### config.mk
export PLATFORM = sky130hd
export DESIGN_NAME = regfile_writeback
export DESIGN_NICKNAME = d
export VERILOG_FILES = /design/src/rtl/regfile_writeback.sv
export SDC_FILE = /design/constraint.sdc
export NUM_CORES = 1
export LEC_CHECK = 0
export ABC_AREA = 1
export CORE_AREA = 5 5 134 136
export DETAILED_ROUTE_END_ITERATION = 6
export DIE_AREA = 0 0 139 141
export GPL_TIMING_DRIVEN = 0
export PLACE_DENSITY = 0.55
export SLEW_MARGIN = 30
export SYNTH_ARGS = -nofsm -noshare
export SYNTH_HDL_FRONTEND = slang
export SYNTH_SLANG_ARGS = --single-unit
### constraint.sdc
create_clock -name clk -period 3.9 [get_ports clk]
set_input_delay 0.78 -clock clk [delete_from_list [all_inputs] [get_ports clk]]
set_output_delay 0.78 -clock clk [all_outputs]
set_load 0.01 [all_outputs]
### src/rtl/regfile_writeback.sv
// regfile_writeback
//   Writeback stage in front of the 32x32 register set write port. Merges
//   single-cycle ALU results with buffered load returns, extends and
//   lane-aligns loads on entry to a small FIFO, guarantees load forward
//   progress with a starvation counter, and suppresses writes to x0.
//
// Ports
//   clk, rstn                      clock, asynchronous active-low reset
//   alu_valid, alu_rd, alu_data    ALU result (held by upstream while alu_stall)
//   alu_stall                      one-cycle stall forcing a load to retire
//   ld_valid, ld_ready             load return handshake
//   ld_rd, ld_data, ld_size,
//   ld_unsigned, ld_byte_off       load return payload
//   write, w_addr, w_data          registered register-set write port
module regfile_writeback #(
  parameter int unsigned LQ_DEPTH   = 2,
  parameter int unsigned STARVE_MAX = 4
) (
  input  logic        clk,
  input  logic        rstn,
  input  logic        alu_valid,
  input  logic [4:0]  alu_rd,
  input  logic [31:0] alu_data,
  output logic        alu_stall,
  input  logic        ld_valid,
  output logic        ld_ready,
  input  logic [4:0]  ld_rd,
  input  logic [31:0] ld_data,
  input  logic [1:0]  ld_size,
  input  logic        ld_unsigned,
  input  logic [1:0]  ld_byte_off,
  output logic        write,
  output logic [4:0]  w_addr,
  output logic [31:0] w_data
);

  localparam int unsigned PTR_W = (LQ_DEPTH > 1) ? $clog2(LQ_DEPTH) : 1;
  localparam int unsigned CNT_W = $clog2(LQ_DEPTH) + 1;
  localparam int unsigned STV_W = $clog2(STARVE_MAX + 1);

  typedef struct packed {
    logic [4:0]  rd;
    logic [31:0] data;
  } lq_entry_t;

  typedef enum logic {
    ST_RUN   = 1'b0,
    ST_STALL = 1'b1
  } state_t;

  lq_entry_t        lq_mem [LQ_DEPTH];
  logic [PTR_W-1:0] wr_ptr;
  logic [PTR_W-1:0] rd_ptr;
  logic [CNT_W-1:0] lq_count;
  logic             lq_empty;
  logic             lq_full;
  logic             push;
  logic             pop;
  logic             alu_win;
  lq_entry_t        push_entry;
  lq_entry_t        head;

  logic [7:0]       lane_b;
  logic [15:0]      lane_h;
  logic             fill;

  state_t           state;
  state_t           state_next;
  logic [STV_W-1:0] starve_cnt;
  logic [STV_W-1:0] starve_next;

  // FIFO status comes from registered count only, so ld_ready has no input path
  assign lq_empty  = (lq_count == '0);
  assign lq_full   = (lq_count == CNT_W'(LQ_DEPTH));
  assign ld_ready  = ~lq_full;
  assign push      = ld_valid & ~lq_full;
  assign alu_stall = (state == ST_STALL);
  assign alu_win   = alu_valid & ~alu_stall;
  assign pop       = ~alu_win & ~lq_empty;
  assign head      = lq_mem[rd_ptr];

  // Lane selection and sign/zero extension of the incoming load word
  always_comb begin
    lane_b          = ld_data[7:0];
    lane_h          = ld_data[15:0];
    fill            = 1'b0;
    push_entry.rd   = ld_rd;
    push_entry.data = ld_data;
    case (ld_byte_off)
      2'd1:    lane_b = ld_data[15:8];
      2'd2:    lane_b = ld_data[23:16];
      2'd3:    lane_b = ld_data[31:24];
      default: lane_b = ld_data[7:0];
    endcase
    if (ld_byte_off[1]) begin
      lane_h = ld_data[31:16];
    end
    case (ld_size)
      2'b00: begin
        fill            = ~ld_unsigned & lane_b[7];
        push_entry.data = {{24{fill}}, lane_b};
      end
      2'b01: begin
        fill            = ~ld_unsigned & lane_h[15];
        push_entry.data = {{16{fill}}, lane_h};
      end
      default: push_entry.data = ld_data;
    endcase
  end

  // FIFO storage (data path, no reset needed)
  always_ff @(posedge clk) begin
    if (push) begin
      lq_mem[wr_ptr] <= push_entry;
    end
  end

  // FIFO pointers and occupancy
  always_ff @(posedge clk or negedge rstn) begin
    if (!rstn) begin
      wr_ptr   <= '0;
      rd_ptr   <= '0;
      lq_count <= '0;
    end else begin
      if (push) begin
        wr_ptr <= wr_ptr + PTR_W'(1);
      end
      if (pop) begin
        rd_ptr <= rd_ptr + PTR_W'(1);
      end
      case ({push, pop})
        2'b10:   lq_count <= lq_count + CNT_W'(1);
        2'b01:   lq_count <= lq_count - CNT_W'(1);
        default: lq_count <= lq_count;
      endcase
    end
  end

  // Starvation FSM: state register
  always_ff @(posedge clk or negedge rstn) begin
    if (!rstn) begin
      state      <= ST_RUN;
      starve_cnt <= '0;
    end else begin
      state      <= state_next;
      starve_cnt <= starve_next;
    end
  end

  // Starvation FSM: count ALU wins over a waiting load; the count reaching
  // STARVE_MAX enters the one-cycle stall directly so the stall lands in
  // the cycle right after the final ALU win.
  always_comb begin
    state_next  = state;
    starve_next = '0;
    case (state)
      ST_RUN: begin
        if (alu_win && !lq_empty) begin
          if (starve_cnt == STV_W'(STARVE_MAX - 1)) begin
            state_next = ST_STALL;
          end else begin
            starve_next = starve_cnt + STV_W'(1);
          end
        end
      end
      ST_STALL: begin
        state_next = ST_RUN;
      end
    endcase
  end

  // Registered write port; x0 targets still pop/update but never assert write
  always_ff @(posedge clk or negedge rstn) begin
    if (!rstn) begin
      write  <= 1'b0;
      w_addr <= '0;
      w_data <= '0;
    end else if (alu_win) begin
      write  <= (alu_rd != 5'd0);
      w_addr <= alu_rd;
      w_data <= alu_data;
    end else if (pop) begin
      write  <= (head.rd != 5'd0);
      w_addr <= head.rd;
      w_data <= head.data;
    end else begin
      write  <= 1'b0;
    end
  end

endmodule
# == After elaboration in Yosys (flattened, before gate mapping) ==
# Memories as Yosys holds them, arrays and structs flattened.
# Index checks and enable logic that the tools add are counted.
# totals
register_bits,46
ramBits,74
word_cells,58
mem_count,1
# op_classes
add_sub_neg,5
n_eq_ne,8
n_mux,18
bitwise_logic,10
reduce_logical,8
# memory_table
memory,words,width,rd,rd_clocked_by_memory_dff,wr,line_no,source
lq_mem,2,37,1,0,1,51,lq_entry_t lq_mem [LQ_DEPTH];
# op_table
operator,n
$mux 32,2
$pmux 32 s2,1
$pmux 8 s3,1
$mux 16,1
$mux 5,2
$reduce_bool 5->1,2
$mux 3,3
$eq 2x2->1 const B,4
$eq 2x1->1 const B,3
$mux 1,6
$and 1x1->1,5
$not 1->1,5
$logic_not 2->1,2
$pmux 2 s2,1
$reduce_bool 2->1,2
$add 3x1->3 const B,1
$eq 3x2->1 const B,1
$add 1x1->1 const B,2
$add 2x1->2 const B,1
$pmux 1 s2,1
$sub 2x1->2 const B,1
$logic_and 1x1->1,1
$logic_not 1->1,1

# == Longest topological paths before layout ==
# Gate-level depths: netlist of run 1.
# logic_depth
word_depth,6
depth_mapped,9
ltp_nobuf,8

# == Worst setup path before layout of run 1 ==
# No wires, ideal clock.
# synth_timing
path_type,input port to flip-flop
from,input ld_valid
to,memory lq_mem[1][0] (netlist bit) (enable)
t_arrival_ps,2458
required_time_ps,3467
path_slack_ps,1009
cell_stages,2
path_buffers,0
cell_sequence,nand2_1 -> nor2_1
# synth_between
elab_chain_cells,3
# synth_rtl
element,line_no,source
start: declaration,25,"input logic ld_valid,"
$and 1x1->1,76,assign push = ld_valid & ~lq_full;
$mux 1,113,if (push) begin
$mux 1 (not written as such),114,lq_mem[wr_ptr] <= push_entry;
end: declaration,51,
# No other way between the ends.

# == Final worst setup path of run 1 ==
# layout_timing
from,register lq_count[0]
to,output ld_ready
# layout_between
elab_chain_cells,2
# layout_rtl
element,line_no,source
start: declaration,54,logic [CNT_W-1:0] lq_count;
start signal: assignment,132,2'b10: lq_count <= lq_count + CNT_W'(1);
start signal: assignment,133,2'b01: lq_count <= lq_count - CNT_W'(1);
start signal: assignment,134,default: lq_count <= lq_count;
$eq 2x2->1,74,assign lq_full = (lq_count == CNT_W'(LQ_DEPTH));
$not 1->1,75,assign ld_ready = ~lq_full;
end: declaration,26,"output logic ld_ready,"
# No other way between the ends.

==> metrics.md, run 1 <==
| Metric | Value |
|---|---|
| Layout fillers | 1626 |
| Die width | 139 um |
| Top post-synthesis cells by area | edfxtp_1 39%, dfrtp_1 20%, nand2_1 20% |
| Total chip power | ~5 mW |
| Hold_buf cts | 0 |
| WS Path Type | reg2out |
| Maximum clock frequency | 428.2 MHz |
| Sw Pwr | 1.636 mW |
| Sequential share of the synthesized area | 59.73% |
| Actual slew at the worst max-slew pin | 0.6730 ns |
| Cts repair resizes | 0 |
| Final setup fails | 0 |
| Sw frac | roughly a third |
| Vias in the first global route | 4635 |
| Iteration count of the initial detailed-routing pass | 7 |
| Drc violations | 0 |
| Layout area overhead | 38.57% |
| Post-synthesis cell area | 5648 um2 |
| Max IR drop VDD | between 0.3 and 0.4 mV |
| Logic pwr share | 32.0% |
| Boundary Pins | roughly 120 |
| Clk pin slew, worst setup/hold paths | 0.06 ns |
| Synth unique cells | 30 |
| Startpoint Class | flip-flop |
| Final Skew | 0.01022 ns |
| Max-Slew Margin vs Limit | 55.03% |
| Final hold vios | 0 |
| Setup crit end kind | primary output |
| GR Util All Layers | 15.25% |
| Post-layout minimum cycle time | 2.336 ns |
| Final Max Slew Viols | 0 |
| Routed vias | 4648 |
| Synthesized area per cell | between 8 and 9 um2 |
| Finished Core Util | 46.54% |
| H-tree depth | 4 |
| WL/cell | 14.62 um |
| Clock Path Buffers | 2 |
| Yosys top cell by area | edfxtp_1 |
| TritonCTS clock tree | built |
| GP Congestion | 0.8104 |
| Syn nets | 714 |
| Reg-to-Reg Start | lq_count[1]$_DFFE_PN0P_ |
| Status | completed |
| Die area | 19600 um2 |
| # nets final | 856 |
| Cells after Synth | 629 |
| Pleak | between 3 and 4 nW |
| Sequential power share | 37.4% |
| Post-route ant nets | 0 |
| Clock network power share | between 30% and 40% |
| Critical Path Fanout Max | 4 |
| Pwr per Cell Area | between 600 and 700 nW/um2 |
| Worst setup startpoint | lq_count[0]$_DFFE_PN0P_ |
| Period Utilization, post-route | 59.89% |
| Vias per cell | 4.607 |
| Initial antenna violation count | 0 |
| Global route overflow | 0 |
| Core region area | 16820 um2 |
| Layout cells sized above 1 | 10.71% |
| First-pass GRT wire length | approximately 24 mm |
| Root buf cell | clkbuf_16 |
| Chip height | approximately 140 um |
| Routed wire length | 14.75 mm |
| Int Power | 3.495 mW |
| N_diodes | 0 |
| HPWL after DPL | between 10 and 15 mm |
| Seq cells post-synth | 120 |
| IO buf count | 120 |
| Insertion delay of the later-clocked pin in the worst-skew pair | between 0.4 and 0.5 ns |
| Cts bufs inserted | 17 |
| Largest net degree at the start of global routing | 47 |
| Post-CTS setup buffer count | 0 |
| Worst Path Arrival | 1.56 ns |
| Yosys warns | 0 |
| RSZ-0062 raised after global routing | false |
| Post-synth top area share | 39.34% |
| Initial DRC count | 243 |
| Initial Util | approximately a third |
| Cell Rows | 48 |
| Worst min path class | in2async |
| Max Cap Violations | 0 |
| Clk sinks | 120 |
| Critical Path RT | 3.12 ns |
==> synth_stat cells <==
library cell	instances
a21oi_1	5
a21oi_2	1
buf_2	13
buf_4	2
buf_6	8
clkbuf_1	4
dfrtp_1	46
edfxtp_1	74
ha_1	2
inv_1	27
inv_2	4
inv_4	1
inv_6	1
nand2_1	298
nand2_2	3
nand2_4	1
nand3_1	55
nand3_2	6
nand3_4	1
nor2_1	30
nor2_2	1
nor2_4	3
nor3_1	1
nor3_4	1
nor3b_1	1
o211ai_1	2
o21ai_0	25
o21ai_1	10
xnor2_1	1
xor2_1	2
==> stage by stage <==
step	setup slack [ns]	hold slack, ns	setup TNS [ns]	instances	area (um2)
6_report	1.564	0.3756	0	1009	7826
5_1_grt	1.483	0.4141	0	1009	7826
4_1_cts	1.540	0.3949	0	1009	7826
3_5_place_dp	1.242	0.4337	0	977	7226
3_3_place_gp	-0.4691	0.4240	-32.41	974	7131
2_1_floorplan	1.009	0.4156	0	629	5648
==> worst max-delay path, stage by stage, from the launching register on <==
cell	delay, ns
dfrtp_1	0.41
inv_2	0.08
nand2_1	0.11
clkdlybuf4s50_1	0.55
==> cells by family (layout without fill, tap and decap cells) <==
kind of cell | count (synthesis) | count (layout) | synth area share [%]
xor+xnor | 3 | 3 | 0.4653
compound gates | 43 | 43 | 3.965
fa+ha+maj | 2 | 2 | 0.4430
flops | 120 | 120 | 59.73
simple gates | 401 | 401 | 29.80
buf+inv | 60 | 215 | 5.605
==> state kept, by name (all words and copies together), names as in the netlist <==
name and count:
lq_count 2, rd_ptr 1, w_data 32, write 1, wr_ptr 1, starve_cnt 3
w_addr 5, lq_mem 74, alu_stall 1
==> power by group through the flow <==
stage / sequential (mW) / combinational, mW / clock (mW)
global route: 1.96 / 1.83 / 1.67
finish: 1.92 / 1.64 / 1.57
floorplan: 2.01 / 0.775 / 0
global placement: 1.95 / 1.57 / 0
CTS: 1.93 / 1.68 / 1.61
detailed placement: 1.95 / 1.67 / 0
==> routing by layer <==
metal | global-route usage, % | share of wire, % | vias up
met4 | 4.325 | 0.76 | 0
met1 | 19.94 | 44 | 2149
li1 | - | - | 2334
met2 | 25.49 | 49 | 156
met5 | 0 | 0 | -
met3 | 3.562 | 6.1 | 9
==> worst paths after layout <==
kind                                      endpoint  slack, ns  depth (start not counted)
setup / recovery                          ld_ready       1.56                          3
hold / removal              w_data[24]$_DFFE_PN0P_       0.38                          1
setup reg to reg           lq_count[1]$_DFFE_PN0P_       2.00                          9
hold reg to reg            starve_cnt[0]$_DFF_PN0_       0.44                          1
max in group asynchronous    w_data[9]$_DFFE_PN0P_       3.07                          1
min in group clk           starve_cnt[0]$_DFF_PN0_       0.44                          1
==> cells in the final DEF (no fill, tap or decap), drive strengths merged, types with 6 or more instances in the layout <==
cell type,count
a21oi,6
clkbuf,21
dfrtp,46
buf,27
nor2,34
clkdlybuf4s50,119
o21ai,35
nand2,302
nand3,62
inv,36
edfxtp,74
==> area by class of cell <==
type	count	area, um2	share of cell area, %
tap	225	281.5	3.597
clock inverter	15	175.2	2.238
timing repair buffer	123	1281	16.37
sequential	120	3373	43.10
buffer	27	185.2	2.366
clock buffer	17	425.4	5.436
inverter	33	131.4	1.679
multi-input combinational	449	1973	25.21
(Power assumes the default switching activity.)
==> run 2: changes to the inputs <==
PLACE_DENSITY = 0.57   (was 0.55)
clock period = 2.1 ns   (was 3.9 ns; I/O delays follow)
==> run 2 against run 1 <==
  * Worst hold slack got worse by 0.36 ns
  * Non-clock buffer count did not move
  * Critical path depth did not move
  * Core utilization fell by 0.13 points
  * Worst setup slack got worse by 1.4 ns
  * Largest power group unchanged
  * Clock skew fell by 0.0029 ns
  * Register-to-register slack got worse by 1.8 ns
  * Cell count did not move
  * Die area did not move
  * Via count fell by 2.2%
==> metrics.md, run 2 (synthesis results as in run 1) <==
| Metric | Value |
|---|---|
| Max-Slew Margin vs Limit | 58.26% (+3.2 points) |
| Root buf cell | clkbuf_16 |
| Post-CTS setup buffer count | 0 (unchanged) |
| Commonest non-fill, non-tap cell in the layout | nand2_1 |
| Initial antenna violation count | 0 (unchanged) |
| Reg2reg end | lq_count[1]$_DFFE_PN0P_ |
| Worst setup startpoint | lq_count[0]$_DFFE_PN0P_ |
| Clk pin slew, worst setup/hold paths | 0.06 ns (about the same) |
| Worst min path class | in2async |
| Clk sinks | 120 (unchanged) |
| Die area | 19600 um2 (unchanged) |
| Layout cells sized above 1 | 10.59% (-0.13 points) |
| N_diodes | 0 (unchanged) |
| GR Util All Layers | 15.21% (-0.036 points) |
| Cts repair resizes | 0 (unchanged) |
| Critical Path RT | 1.68 ns (-1.44 ns) |
| Actual slew at the worst max-slew pin | 0.6261 ns (-0.04689 ns) |
| Chip height | 141 um (unchanged) |
| Most flops, register | lq_mem |
| Cell Rows | 48 (unchanged) |
| Drc violations | 0 (unchanged) |
| Max Cap Violations | 0 (unchanged) |
| Clock Path Buffers | 2 (unchanged) |
| Critical Path Fanout Max | 4 (unchanged) |
| First-pass GRT wire length | 23.99 mm (+0.18%) |
| Iteration count of the initial detailed-routing pass | 6 (-1) |
| R2R Setup Slk | 0.25 ns (-1.75 ns) |
| TritonCTS clock tree | built |
| Reg-to-Reg Start | lq_count[1]$_DFFE_PN0P_ |
| RSZ-0062 raised after global routing | false |
| Worst hold slack | 0.01378 ns (-0.3618 ns) |
| Routed wire length | 14.75 mm (unchanged) |
| Post-route ant nets | 0 (unchanged) |
| Most frequent cells in the layout | 298 x nand2_1, 119 x clkdlybuf4s50_1, 74 x edfxtp_1 |
| Largest register FFs | 74 (unchanged) |
| Worst Path Arrival | 1.55 ns (about the same) |
| WL/cell | 14.62 um (unchanged) |
| Largest net degree at the start of global routing | 47 (unchanged) |
| HPWL after DPL | 11.39 mm (+0.23%) |
| Final setup fails | 0 (unchanged) |
| Vias in the first global route | 4723 (+1.9%) |
| Vias per cell | 4.504 (-2.2%) |
| Period Utilization, post-route | 93.70% |
| Routed vias | 4545 (-2.2%) |
| Final Skew | 0.007317 ns (-0.002904 ns) |
| Core region area | 16820 um2 (unchanged) |
| R2R depth | 9 (unchanged) |
| Layout area overhead | 38.19% |
| Boundary Pins | 123 (unchanged) |
| Maximum clock frequency | 508.2 MHz |
| WS Path Type | reg2out |
| H-tree depth | 4 (unchanged) |
| Post-layout minimum cycle time | about 2.0 ns |
| Top Registers | lq_mem: 74 flops, w_data: 32 flops, w_addr: 5 flops |
| Total chip power | 9.422 mW (+84%) |
| Cts bufs inserted | 17 (unchanged) |
| Startpoint Class | flip-flop |
| Pwr per Cell Area | 1207 nW/um2 (+84%) |
| Final Max Slew Viols | 0 (unchanged) |
| Worst Setup EP | ld_ready |
| Die width | 139 um (unchanged) |
| IO buf count | 120 (unchanged) |
| Status | completed |
| Hold_buf cts | 0 (unchanged) |
| Max IR drop VDD | 0.6533 mV (+99%) |
| Initial Util | 33.59% (unchanged) |
| Global route overflow | 0 (unchanged) |
| Setup crit end kind | primary output |
| # nets final | 856 (unchanged) |
| Insertion delay of the later-clocked pin in the worst-skew pair | 0.40 ns (about the same) |
| GP Congestion | 0.7923 (-2.2%) |
| Pleak | 3.422 nW (-0.26%) |
| Final hold vios | 0 (unchanged) |
| Initial DRC count | 203 (-16%) |
==> run 2: cell count changes in the layout (fill, tap and decap cells not counted), sizes merged <==
| cell | change |
|---|---|
| clkinv | +2 |
| bufinv | -1 |
| clkbuf | +1 |
| clkinvlp | -1 |
| inv | -1 |
==> run 2: cell type report <==
type	instances	area [um2]
plain buffers	27	185.2
clock buffers	18	429.2
clock inverters	14	150.1
fillers	1636	9011
inverters	33	131.4
multi-input cells	449	1973
flip-flops and latches	120	3373
well taps	225	281.5
repair buffers	123	1281
==> run 2: worst min path at each step <==
stage                            start                      end  depth (start not counted)
4_1_cts                           rstn   w_data[30]$_DFFE_PN0P_                          1
6_report                          rstn    w_data[0]$_DFFE_PN0P_                          1
3_3_place_gp   starve_cnt[0]$_DFF_PN0_  starve_cnt[0]$_DFF_PN0_                          1
2_1_floorplan                     rstn      alu_stall$_DFF_PN0_                          0
5_1_grt                           rstn   w_data[30]$_DFFE_PN0P_                          1
3_5_place_dp   starve_cnt[0]$_DFF_PN0_  starve_cnt[0]$_DFF_PN0_                          1
==> run 2: through the flow <==
stage / utilization, % / TNS [ns] / cell area (um2) / instances / worst slack [ns]
global route: 46.41 / 0 / 7805 / 1009 / 0.04897
finish: 46.41 / 0 / 7805 / 1009 / 0.1323
global placement: 42.43 / -100.47 / 7136 / 974 / -0.9188
floorplan: - / -0.3228 / 5653 / 629 / -0.008724
CTS: 46.41 / 0 / 7805 / 1009 / 0.1028
detailed placement: 42.97 / -1.938 / 7226 / 977 / -0.1596
==> run 2: report_power, final <==
part	total, mW	switching (mW)	internal [mW]
clock	2.78	1.03	1.75
combinational	3.07	1.73	1.34
sequential	3.57	0.280	3.29
total	9.42	3.04	6.38
==> run 2: worst max-delay path, cell delays in order, from the launching register on <==
cell	delay [ns]
dfrtp_1	0.40
inv_2	0.07
nand2_1	0.11
clkdlybuf4s50_1	0.57
==> run 2: layer usage <==
| layer | vias up | part of all wire [%] | global-route usage (%) | wire length (um) |
|---|---|---|---|---|
| li1 | 2326 | - | - | - |
| met1 | 2098 | 47 | 19.61 | 6925 |
| met2 | 112 | 48 | 25.95 | 7077 |
| met3 | 9 | 4.2 | 3.833 | 624 |
| met4 | 0 | 0.83 | 3.553 | 122 |
| met5 | - | 0 | 0 | 0 |
